**src/rtl/des_key_schedule.sv**
```systemverilog
`default_nettype none
// ============================================================================
// des_key_schedule : iterative DES subkey generator; PC1 on key accept, then
//   PC2 subkeys K1..K16 (encrypt) or K16..K1 (decrypt), one per handshake.
// Option macro     : DES_KS_PARITY_CHECK_EN (odd-parity key reject pulse).
// Revision         : 1.0  initial release
// ============================================================================
module des_key_schedule #(
  parameter int OUT_REG = 1,
  parameter int IDX_W   = 4
) (
  input  logic             i_clk,
  input  logic             i_rst_n,
  input  logic [0:63]      i_key,
  input  logic             i_key_decrypt,
  input  logic             i_key_valid,
  output logic             o_key_ready,
  output logic [0:47]      o_subkey,
  output logic [IDX_W-1:0] o_subkey_idx,
  output logic             o_subkey_last,
  output logic             o_subkey_valid,
  input  logic             i_subkey_ready,
  output logic             o_parity_err
);

  localparam int c_pc1 [56] = '{
    57, 49, 41, 33, 25, 17,  9,  1, 58, 50, 42, 34, 26, 18,
    10,  2, 59, 51, 43, 35, 27, 19, 11,  3, 60, 52, 44, 36,
    63, 55, 47, 39, 31, 23, 15,  7, 62, 54, 46, 38, 30, 22,
    14,  6, 61, 53, 45, 37, 29, 21, 13,  5, 28, 20, 12,  4
  };

  localparam int c_pc2 [48] = '{
    14, 17, 11, 24,  1,  5,  3, 28, 15,  6, 21, 10,
    23, 19, 12,  4, 26,  8, 16,  7, 27, 20, 13,  2,
    41, 52, 31, 37, 47, 55, 30, 40, 51, 45, 33, 48,
    44, 49, 39, 56, 34, 53, 46, 42, 50, 36, 29, 32
  };

  typedef enum logic [1:0] {
    S_IDLE  = 2'd0,
    S_RUN   = 2'd1,
    S_DRAIN = 2'd2
  } state_t;

  state_t           r_state;
  logic [0:55]      r_cd;
  logic [4:0]       r_round;
  logic             r_decrypt;
  logic             r_key_ready;
  logic             r_parity_err;

  logic [0:55]      w_pc1;
  logic [0:47]      w_pc2;
  logic [0:55]      w_cd_next;
  logic [0:55]      w_cd_load;
  logic [4:0]       w_shift_sel;
  logic             w_two;
  logic [4:0]       w_idx5;
  logic [IDX_W-1:0] w_idx;
  logic             w_gen_valid;
  logic             w_slot_free;
  logic             w_out_fire;
  logic             w_adv;
  logic             w_parity_bad;

  function automatic logic [0:27] rotl28(input logic [0:27] v, input logic two);
    rotl28 = two ? {v[2:27], v[0:1]} : {v[1:27], v[0]};
  endfunction

  function automatic logic [0:27] rotr28(input logic [0:27] v, input logic two);
    rotr28 = two ? {v[26:27], v[0:25]} : {v[27], v[0:26]};
  endfunction

  // Rounds 1, 2, 9 and 16 shift by one; every other round shifts by two.
  function automatic logic shift_is_two(input logic [4:0] n);
    shift_is_two = !((n == 5'd1) || (n == 5'd2) || (n == 5'd9) || (n == 5'd16));
  endfunction

  for (genvar gi = 0; gi < 56; gi++) begin : g_pc1
    assign w_pc1[gi] = i_key[c_pc1[gi]-1];
  end

  for (genvar gi = 0; gi < 48; gi++) begin : g_pc2
    assign w_pc2[gi] = r_cd[c_pc2[gi]-1];
  end

  assign w_shift_sel = r_decrypt ? (5'd17 - r_round) : (r_round + 5'd1);
  assign w_two       = shift_is_two(w_shift_sel);
  assign w_cd_next   = r_decrypt ? {rotr28(r_cd[0:27], w_two), rotr28(r_cd[28:55], w_two)}
                                 : {rotl28(r_cd[0:27], w_two), rotl28(r_cd[28:55], w_two)};
  // Decrypt starts from C0D0, which equals C16D16 after the full 28-bit rotation.
  assign w_cd_load   = i_key_decrypt ? w_pc1
                                     : {rotl28(w_pc1[0:27], 1'b0), rotl28(w_pc1[28:55], 1'b0)};

  assign w_idx5      = r_decrypt ? (5'd17 - r_round) : r_round;
  assign w_idx       = IDX_W'(w_idx5);
  assign w_gen_valid = (r_state == S_RUN);
  assign w_adv       = w_gen_valid && w_slot_free;
  assign o_key_ready = r_key_ready;
  assign o_parity_err = r_parity_err;

`ifdef DES_KS_PARITY_CHECK_EN
  logic [7:0] w_byte_odd;
  for (genvar gb = 0; gb < 8; gb++) begin : g_par
    assign w_byte_odd[gb] = ^i_key[gb*8 +: 8];
  end
  assign w_parity_bad = ~&w_byte_odd;
`else
  logic w_unused_par;
  assign w_unused_par = ^{i_key[7], i_key[15], i_key[23], i_key[31],
                          i_key[39], i_key[47], i_key[55], i_key[63]};
  assign w_parity_bad = 1'b0;
`endif

  always_ff @(posedge i_clk) begin
    if (!i_rst_n) begin
      r_state      <= S_IDLE;
      r_cd         <= '0;
      r_round      <= '0;
      r_decrypt    <= 1'b0;
      r_key_ready  <= 1'b0;
      r_parity_err <= 1'b0;
    end else begin
      r_parity_err <= 1'b0;
      case (r_state)
        S_IDLE: begin
          if (i_key_valid && r_key_ready) begin
            if (w_parity_bad) begin
              r_parity_err <= 1'b1;
            end else begin
              r_decrypt   <= i_key_decrypt;
              r_round     <= 5'd1;
              r_cd        <= w_cd_load;
              r_state     <= S_RUN;
              r_key_ready <= 1'b0;
            end
          end else begin
            r_key_ready <= 1'b1;
          end
        end
        S_RUN: begin
          if (w_adv) begin
            if (r_round == 5'd16) begin
              if (OUT_REG != 0) begin
                r_state <= S_DRAIN;
              end else begin
                r_state     <= S_IDLE;
                r_key_ready <= 1'b1;
              end
            end else begin
              r_round <= r_round + 5'd1;
              r_cd    <= w_cd_next;
            end
          end
        end
        S_DRAIN: begin
          if (w_out_fire) begin
            r_state     <= S_IDLE;
            r_key_ready <= 1'b1;
          end
        end
        default: begin
          r_state     <= S_IDLE;
          r_key_ready <= 1'b0;
        end
      endcase
    end
  end

  if (OUT_REG != 0) begin : g_out_reg
    logic             r_out_valid;
    logic [0:47]      r_out_subkey;
    logic [IDX_W-1:0] r_out_idx;
    logic             r_out_last;

    // Single-entry skid: refill in the same cycle the held entry is taken.
    always_ff @(posedge i_clk) begin
      if (!i_rst_n) begin
        r_out_valid  <= 1'b0;
        r_out_subkey <= '0;
        r_out_idx    <= '0;
        r_out_last   <= 1'b0;
      end else if (w_adv) begin
        r_out_valid  <= 1'b1;
        r_out_subkey <= w_pc2;
        r_out_idx    <= w_idx;
        r_out_last   <= (r_round == 5'd16);
      end else if (i_subkey_ready) begin
        r_out_valid  <= 1'b0;
      end
    end

    assign w_slot_free    = !r_out_valid || i_subkey_ready;
    assign w_out_fire     = r_out_valid && i_subkey_ready;
    assign o_subkey_valid = r_out_valid;
    assign o_subkey       = r_out_subkey;
    assign o_subkey_idx   = r_out_idx;
    assign o_subkey_last  = r_out_last;
  end else begin : g_out_comb
    assign w_slot_free    = i_subkey_ready;
    assign w_out_fire     = 1'b0;
    assign o_subkey_valid = w_gen_valid;
    assign o_subkey       = w_pc2;
    assign o_subkey_idx   = w_idx;
    assign o_subkey_last  = w_gen_valid && (r_round == 5'd16);
  end

endmodule
`default_nettype wire

```
**config.mk**
```make
export PLATFORM = sky130hd
export DESIGN_NAME = des_key_schedule
export DESIGN_NICKNAME = d
export VERILOG_FILES = /design/src/rtl/des_key_schedule.sv
export SDC_FILE = /design/constraint.sdc
export NUM_CORES = 1
export LEC_CHECK = 0
export CORE_ASPECT_RATIO = 1.5
export CORE_MARGIN = 3
export CORE_UTILIZATION = 45
export CTS_CLUSTER_DIAMETER = 40
export DETAILED_ROUTE_END_ITERATION = 10
export GPL_TIMING_DRIVEN = 0
export PLACE_DENSITY = 0.7
export SLEW_MARGIN = 20
export SYNTH_ARGS = -nofsm -noshare
export SYNTH_HDL_FRONTEND = slang
export SYNTH_SLANG_ARGS = --single-unit
```
**constraint.sdc**
```tcl
create_clock -name i_clk -period 7.4 [get_ports i_clk]
set_clock_uncertainty 0.05 [all_clocks]
set_input_delay 1.48 -clock i_clk [delete_from_list [all_inputs] [get_ports i_clk]]
set_output_delay 1.48 -clock i_clk [all_outputs]
set_load 0.02 [all_outputs]
```
==> results of run 1 <==
-- layout by cell type (no fill, tap or decap), types with 10 or more instances in the layout --
cell,synthesis,final
clkdlybuf4s50_1,0,115
buf_1,10,10
o31ai_1,32,32
clkbuf_1,67,68
mux2_2,31,31
mux2i_1,60,60
buf_2,12,12
a221oi_1,13,13
dfxtp_1,119,119
nor3_1,14,14
a211oi_1,78,78
nand2b_1,11,11
nor2_1,75,75
inv_1,21,21
clkbuf_16,0,17
o21ai_0,44,44
o221ai_1,11,11
a21oi_1,110,110
nand2_1,129,129
-- cell families (layout without fill, tap and decap cells) --
group,Yosys count,in the layout
AO/OA/AOI/OAI,340,340
AND/OR/NAND/NOR,253,253
flip-flops,119,119
buffers and inverters,114,261
multiplexers,91,91
adder cells (fa/ha/maj),6,6
XOR/XNOR,2,2
other,1,1
-- state kept, by name (all words and copies together), names as in the netlist --
register and count:
o_key_ready 1, r_state 2, r_cd 56, r_decrypt 1, o_subkey_last 1, r_round 5, o_subkey 48, o_subkey_idx 4
o_subkey_valid 1
-- power by group through the flow --
stage | clock, W | sequential (W) | combinational [W]
2_1_floorplan | 0 | 0.000723 | 0.000265
3_3_place_gp | 0 | 0.000731 | 0.000426
3_5_place_dp | 0 | 0.000731 | 0.000427
4_1_cts | 0.000869 | 0.000717 | 0.000429
5_1_grt | 0.000895 | 0.000723 | 0.000471
6_report | 0.000868 | 0.000720 | 0.000440
-- area by class of cell --
cell class              count  area, um2  share of cell area (%)
inverters                  22       82.6                   0.896
multi-input cells         693       4370                    47.4
clock buffers              18        429                    4.66
plain buffers              92        369                    4.01
well taps                 203        254                    2.76
repair buffers            115       1150                    12.5
clock inverters            14        174                    1.89
flip-flops and latches    119       2380                    25.9
-- stage by stage --
stage          total power (W)  cell area (um2)  utilization (%)  std cells
3_3_place_gp           0.00116             8610             54.9       1244
4_1_cts                0.00202             9210             58.7       1276
2_1_floorplan         0.000989             7210                -        926
5_1_grt                0.00209             9210             58.7       1276
3_5_place_dp           0.00116             8610             54.9       1244
6_report               0.00203             9210             58.7       1276
-- final timing paths --
path                                                   start                      endpoint  slack (ps)  cells past startpoint
worst min-delay path            o_subkey_idx[1]$_SDFFE_PN0P_  o_subkey_idx[1]$_SDFFE_PN0P_         400                      2
worst max register to register        r_decrypt$_SDFFE_PN0P_          r_cd[6]$_SDFFE_PN0P_        3020                     14
worst max-delay path                  r_decrypt$_SDFFE_PN0P_          r_cd[6]$_SDFFE_PN0P_        3020                     14
worst min register to register  o_subkey_idx[1]$_SDFFE_PN0P_  o_subkey_idx[1]$_SDFFE_PN0P_         400                      2
-- critical path: stages, from the launching register on --
cell,delay [ps]
dfxtp_1,470
clkbuf_1,520
inv_1,160
clkbuf_1,370
buf_1,390
ha_1,300
nor2_1,140
o31ai_1,90
and3b_1,220
clkbuf_1,280
a22o_1,310
buf_4,210
buf_2,300
o211ai_1,160
a32o_1,290
-- per-layer routing --
layer	up-vias	part of all wire [%]	track usage (%)
met1	3672	38	36.5
met3	89	7.5	4.68
met2	430	49	49.7
met5	-	0	0
li1	3676	-	-
met4	0	4.7	14.1
==> impl_results.rst, run 1 <==
.. list-table::
   :header-rows: 1

   * - Metric
     - Value
   * - Setup_tns
     - 0 ps
   * - Net switching power of the design
     - approximately 0.00066 W
   * - Fraction of the yosys area taken by sequential cells
     - 33.1%
   * - Slew margin rel.
     - 28.9%
   * - Required time at the worst-slack endpoint
     - between 7000 and 8000 ps
   * - Tmin final
     - roughly 4400 ps
   * - Number of nets with antenna violations after detailed routing
     - 0
   * - DR vias/cell
     - approximately 6.2
   * - Int Pwr
     - about 0.0014 W
   * - Setup slack after layout
     - roughly 3000 ps
   * - Number of fill cells
     - 1500
   * - Post-CTS clock slew at the launch and capture registers of the worst setup and hold paths
     - roughly 60 ps
   * - Count of different cell masters after synthesis
     - between 50 and 60
   * - Post-synthesis instance area
     - 7210 um2
   * - Pin count of the biggest net entering global routing
     - 17
   * - Cell with the most instances after synthesis
     - nand2_1
   * - IO Count
     - roughly 130
   * - Initial core utilization
     - a little under half
   * - DR DRC count
     - 0
   * - DP Wirelength
     - between 15000 and 20000 um
   * - Pre-CTS WS
     - 3150 ps
   * - First-iteration detailed-routing DRC count
     - approximately 900
   * - Simple-gate portion of the synthesized area
     - approximately 15%
   * - Drt pass-1 iters
     - 6
   * - Adder-Cell Fraction of Synth Area
     - approximately 1.0%
   * - Highest clock rate
     - 229 MHz
   * - X dimension of the die
     - approximately 110 um
   * - Share of cell area taken by muxes after synthesis
     - a little over an eighth
   * - Part of the total power dissipated in combinational logic
     - between 20% and 30%
   * - Routed Wire Length
     - approximately 26000 um
   * - Count of standard-cell rows
     - 56
   * - Die area
     - about 18000 um2
   * - Leakage Power
     - about 3.2 nW
   * - Antenna violations before repair
     - 0
   * - Final critical-path share of the clock period
     - roughly 60%
   * - Clock tree from TritonCTS
     - built
   * - GRT Residual Overflow
     - 0
   * - IR Drop Worst-Case VDD
     - about 0.00012 V
   * - CTS Hold Buffers Added
     - 0
   * - Vias in the first global route
     - 7461
   * - Area inside the core boundary
     - ~16000 um2
   * - Post-synthesis instance total
     - 926
   * - Fin nets
     - 1135
   * - H-tree lvl count
     - 4
   * - Cell types occupying the most area after synthesis
     - dfxtp_1 33%, mux2i_1 8.3%, a211oi_1 8.1%
   * - Antenna diode instance count
     - 0
   * - Number of buffers added on ports
     - between 100 and 150
   * - Cell type with the largest total area after synthesis
     - dfxtp_1
   * - Synthesized area per cell
     - 7.78 um2
   * - Final hold viol count
     - 0
   * - Average wire per cell in the routed design
     - 20.5 um
   * - Portion of synthesized cell area occupied by the leading cell type
     - roughly 33%
   * - Latest clock arrival within the worst-skew pair
     - 430 ps
   * - Number of cells upsized or downsized after cts
     - 0
   * - First-pass GRT wire length
     - 40600 um
   * - Post-synth EDFFs
     - 0
   * - CP arrival
     - 4640 ps
   * - Synth cell count leaders
     - 129 x nand2_1, 119 x dfxtp_1, 110 x a21oi_1
   * - Worst Max-Slew Pin Slew
     - roughly 1100 ps
   * - Unrepaired setup endpoints after global routing
     - no
   * - Nets in the synthesized netlist
     - 1001
   * - MaxCap Viol Count
     - 0
   * - Total power per unit cell area
     - 220 nW/um2
   * - Number of pins with negative max-slew slack in the final report
     - 0
   * - Run status
     - finished, final reports clean
   * - Clock network fraction of total power
     - around 43%
   * - Global routing usage summed across all routing layers
     - slightly below 30%
   * - Largest family of logic cells by synthesized area
     - compound AO/OA/AOI/OAI gates
   * - Setup CP Type
     - reg -> reg
   * - Hold Path Class
     - reg -> reg
   * - XOR/XNOR Fraction of Synth Area
     - less than 1%
   * - Max Buffers Root-to-Sink
     - 2
   * - Post-synthesis compound-gate area fraction
     - 31.3%
   * - Yosys synthesis warning count
     - 0
   * - Master cell of the clock root buffer
     - clkbuf_16
   * - Final setup violating endpoints
     - 0
   * - Placer congestion estimate
     - between 0.9 and 1
   * - Die height
     - 161 um
   * - Vias after detailed routing
     - ~7900
   * - Share of cells above drive strength 1
     - about 7.4%
   * - Share of async-settable or async-resettable flops after synthesis
     - 0%
   * - Type of destination of the critical path
     - flip-flop
   * - Inserted Clock Buffers
     - 17
   * - Most common flop cell mapped by yosys
     - dfxtp_1
   * - Num Clock Sinks
     - ~120
   * - Count of buffers added by post-CTS timing repair for setup
     - 0
   * - Critical Path Start Type
     - flip-flop
   * - Worst hold slack
     - 401 ps
   * - Switching share of power
     - 32.4%
   * - Share of power burned in registers
     - between 30% and 40%
   * - Area growth, synth to finish
     - 27.9%
   * - Seq cells post-synth
     - ~120
   * - Crit-path max FO
     - 10
No activity file was read; power rests on OpenSTA's default activity.
==> inputs of run 2 (changes only) <==
--- a/config.mk
+++ b/config.mk
@@ -11,7 +11,7 @@
 export CTS_CLUSTER_DIAMETER = 40
 export DETAILED_ROUTE_END_ITERATION = 10
 export GPL_TIMING_DRIVEN = 0
-export PLACE_DENSITY = 0.7
+export PLACE_DENSITY = 0.72
 export SLEW_MARGIN = 20
 export SYNTH_ARGS = -nofsm -noshare
 export SYNTH_HDL_FRONTEND = slang
==> constraint.sdc (replaced) <==
create_clock -name i_clk -period 3.8 [get_ports i_clk]
set_clock_uncertainty 0.05 [all_clocks]
set_input_delay 0.76 -clock i_clk [delete_from_list [all_inputs] [get_ports i_clk]]
set_output_delay 0.76 -clock i_clk [all_outputs]
set_load 0.02 [all_outputs]
==> impl_results.rst, run 2 (synthesis results as in run 1) <==
.. list-table::
   :header-rows: 1

   * - Metric
     - Value
   * - Max Buffers Root-to-Sink
     - 2
   * - First-pass GRT wire length
     - slightly below 40000 um
   * - Number of nets with antenna violations after detailed routing
     - 0
   * - Pre-CTS WS
     - -439 ps
   * - Crit-path max FO
     - 10
   * - Critical Path Start Type
     - flip-flop
   * - Required time at the worst-slack endpoint
     - between 4000 and 5000 ps
   * - Number of pins with negative max-slew slack in the final report
     - 0
   * - IO Count
     - 125
   * - Post-CTS clock slew at the launch and capture registers of the worst setup and hold paths
     - roughly 60 ps
   * - Violated checks
     - DRC
   * - Final critical-path share of the clock period
     - between 90 and 100%
   * - Global-route track usage on met2
     - around 48%
   * - Number of buffers added on ports
     - 115
   * - Final setup violating endpoints
     - 0
   * - Leading cell types in the layout, fill and taps excluded
     - 129 x nand2_1, 119 x dfxtp_1, 115 x clkdlybuf4s50_1
   * - DR DRC count
     - 1
   * - Area inside the core boundary
     - 15700 um2
   * - Placer congestion estimate
     - about 0.99
   * - Setup CP Type
     - reg -> reg
   * - Drt pass-1 iters
     - 9
   * - MaxCap Viol Count
     - 0
   * - X dimension of the die
     - ~110 um
   * - Total power after layout
     - 0.00389 W
   * - Highest clock rate
     - 271 MHz
   * - Master cell of the clock root buffer
     - clkbuf_16
   * - First-iteration detailed-routing DRC count
     - between 700 and 800
   * - Initial core utilization
     - a little under half
   * - Register name with the most flops
     - r_cd
   * - Final hold viol count
     - 0
   * - Fin nets
     - 1137
   * - Post-Layout Inst Area
     - 9230 um2
   * - CP arrival
     - approximately 4000 ps
   * - Setup_tns
     - 0 ps
   * - Met1 capacity usage during global routing
     - between 30% and 40%
   * - Setup slack after layout
     - 108 ps
   * - GRT Residual Overflow
     - 0
   * - Hold Path Class
     - reg -> reg
   * - Most utilized layer in the global route result
     - met2
   * - CTS Hold Buffers Added
     - 0
   * - Antenna violations before repair
     - 0
   * - Antenna diode instance count
     - 0
   * - Vias after detailed routing
     - roughly 8000
   * - Leakage Power
     - between 3 and 4 nW
   * - Average wire per cell in the routed design
     - between 20 and 25 um
   * - Num Clock Sinks
     - between 100 and 150
   * - Type of destination of the critical path
     - flip-flop
   * - Inserted Clock Buffers
     - 17
   * - Die area
     - roughly 18000 um2
   * - IR Drop Worst-Case VDD
     - 0.000261 V
   * - Total power per unit cell area
     - roughly 420 nW/um2
   * - Area growth, synth to finish
     - 28.1%
   * - Global Route met3 Usage
     - approximately 4.9%
   * - DP Wirelength
     - just under 20000 um
   * - Worst Max-Slew Pin Slew
     - 1000 ps
   * - Run status
     - complete, but fails checks
   * - Die height
     - 161 um
   * - Placed standard-cell area
     - 8610 um2
   * - Clock tree from TritonCTS
     - built
   * - Routed Wire Length
     - 26200 um
   * - Number of standard cells in the final layout excluding fillers
     - 1278
   * - Number of flip-flops under the largest register name
     - 56
   * - H-tree lvl count
     - 4
   * - Vias in the first global route
     - ~7400
   * - Global routing usage summed across all routing layers
     - between 20% and 30%
   * - Pin count of the biggest net entering global routing
     - 17
   * - Share of cells above drive strength 1
     - ~8%
   * - DR vias/cell
     - roughly 6.2
   * - Most common cell after layout, fill and taps aside
     - nand2_1
   * - Tmin final
     - around 3700 ps
   * - Worst R2R Setup Slack
     - ~110 ps
   * - Slew margin rel.
     - 32.6%
   * - Latest clock arrival within the worst-skew pair
     - between 400 and 500 ps
   * - Number of placed cells counting well taps
     - 1244
   * - Count of standard-cell rows
     - 56
   * - Unrepaired setup endpoints after global routing
     - no
[run 2: repair_timing]
action | CTS | global route
setup buffers | 0 | 3
endpoints found under the setup margin | 56 | 53
gates resized for setup | 2 | 3
[run 2: final timing paths]
check | start | to | cells past startpoint
hold reg to reg | o_subkey[26]$_SDFFE_PN0P_ | o_subkey[26]$_SDFFE_PN0P_ | 2
hold / removal | o_subkey[26]$_SDFFE_PN0P_ | o_subkey[26]$_SDFFE_PN0P_ | 2
setup reg to reg | r_decrypt$_SDFFE_PN0P_ | r_cd[6]$_SDFFE_PN0P_ | 13
setup / recovery | r_decrypt$_SDFFE_PN0P_ | r_cd[6]$_SDFFE_PN0P_ | 13
[run 2: where the power goes]
part | leakage (nW) | total [W] | switching, W | internal, W
logic | 1.98 | 0.000862 | 0.000541 | 0.000321
registers | 0.966 | 0.00140 | 0.0000893 | 0.00131
clock network | 0.273 | 0.00162 | 0.000634 | 0.000988
[run 2: area by class of cell]
cell class	instances	area, um2
plain buffers	91	370
clock buffers	19	443
clock inverters	13	146
fillers	1483	6470
inverters	22	86.3
multi-input cells	693	4370
flip-flops and latches	119	2380
well taps	203	254
repair buffers	118	1170
[run 2: routing by layer]
metal  part of all wire, %  wire (um)  up-vias
met5                     0          0        -
met2                    49      12800      434
li1                      -          -     3681
met1                    39      10300     3657
met4                   5.3       1390        0
met3                   6.7       1740      109
[run 2: through the flow]
stage                     utilization, %  hold WS (ps)
after floorplan                        -           382
after global placement              54.9           394
after detailed placement            54.9           396
after CTS                           58.6           403
after global routing                58.8           424
final                               58.8           403
[run 2: critical path, stage by stage (launching register included)]
cell and delay, ps:
dfxtp_1 480, clkbuf_4 320, clkinvlp_4 200, buf_2 260, ha_1 220, nor2_1 140, o31ai_1 100, and3b_1 230
clkbuf_1 290, a22o_1 320, buf_4 220, buf_2 310, o211ai_1 150, a32o_1 290
==> inputs of run 3 (changes only) <==
--- a/config.mk
+++ b/config.mk
@@ -9,6 +9,7 @@
 export CORE_MARGIN = 3
 export CORE_UTILIZATION = 45
 export CTS_CLUSTER_DIAMETER = 40
+export CTS_CLUSTER_SIZE = 28
 export DETAILED_ROUTE_END_ITERATION = 10
 export GPL_TIMING_DRIVEN = 0
 export PLACE_DENSITY = 0.72
==> results of run 3 <==
Final layout, timing and power as in run 2 (identical DEF).
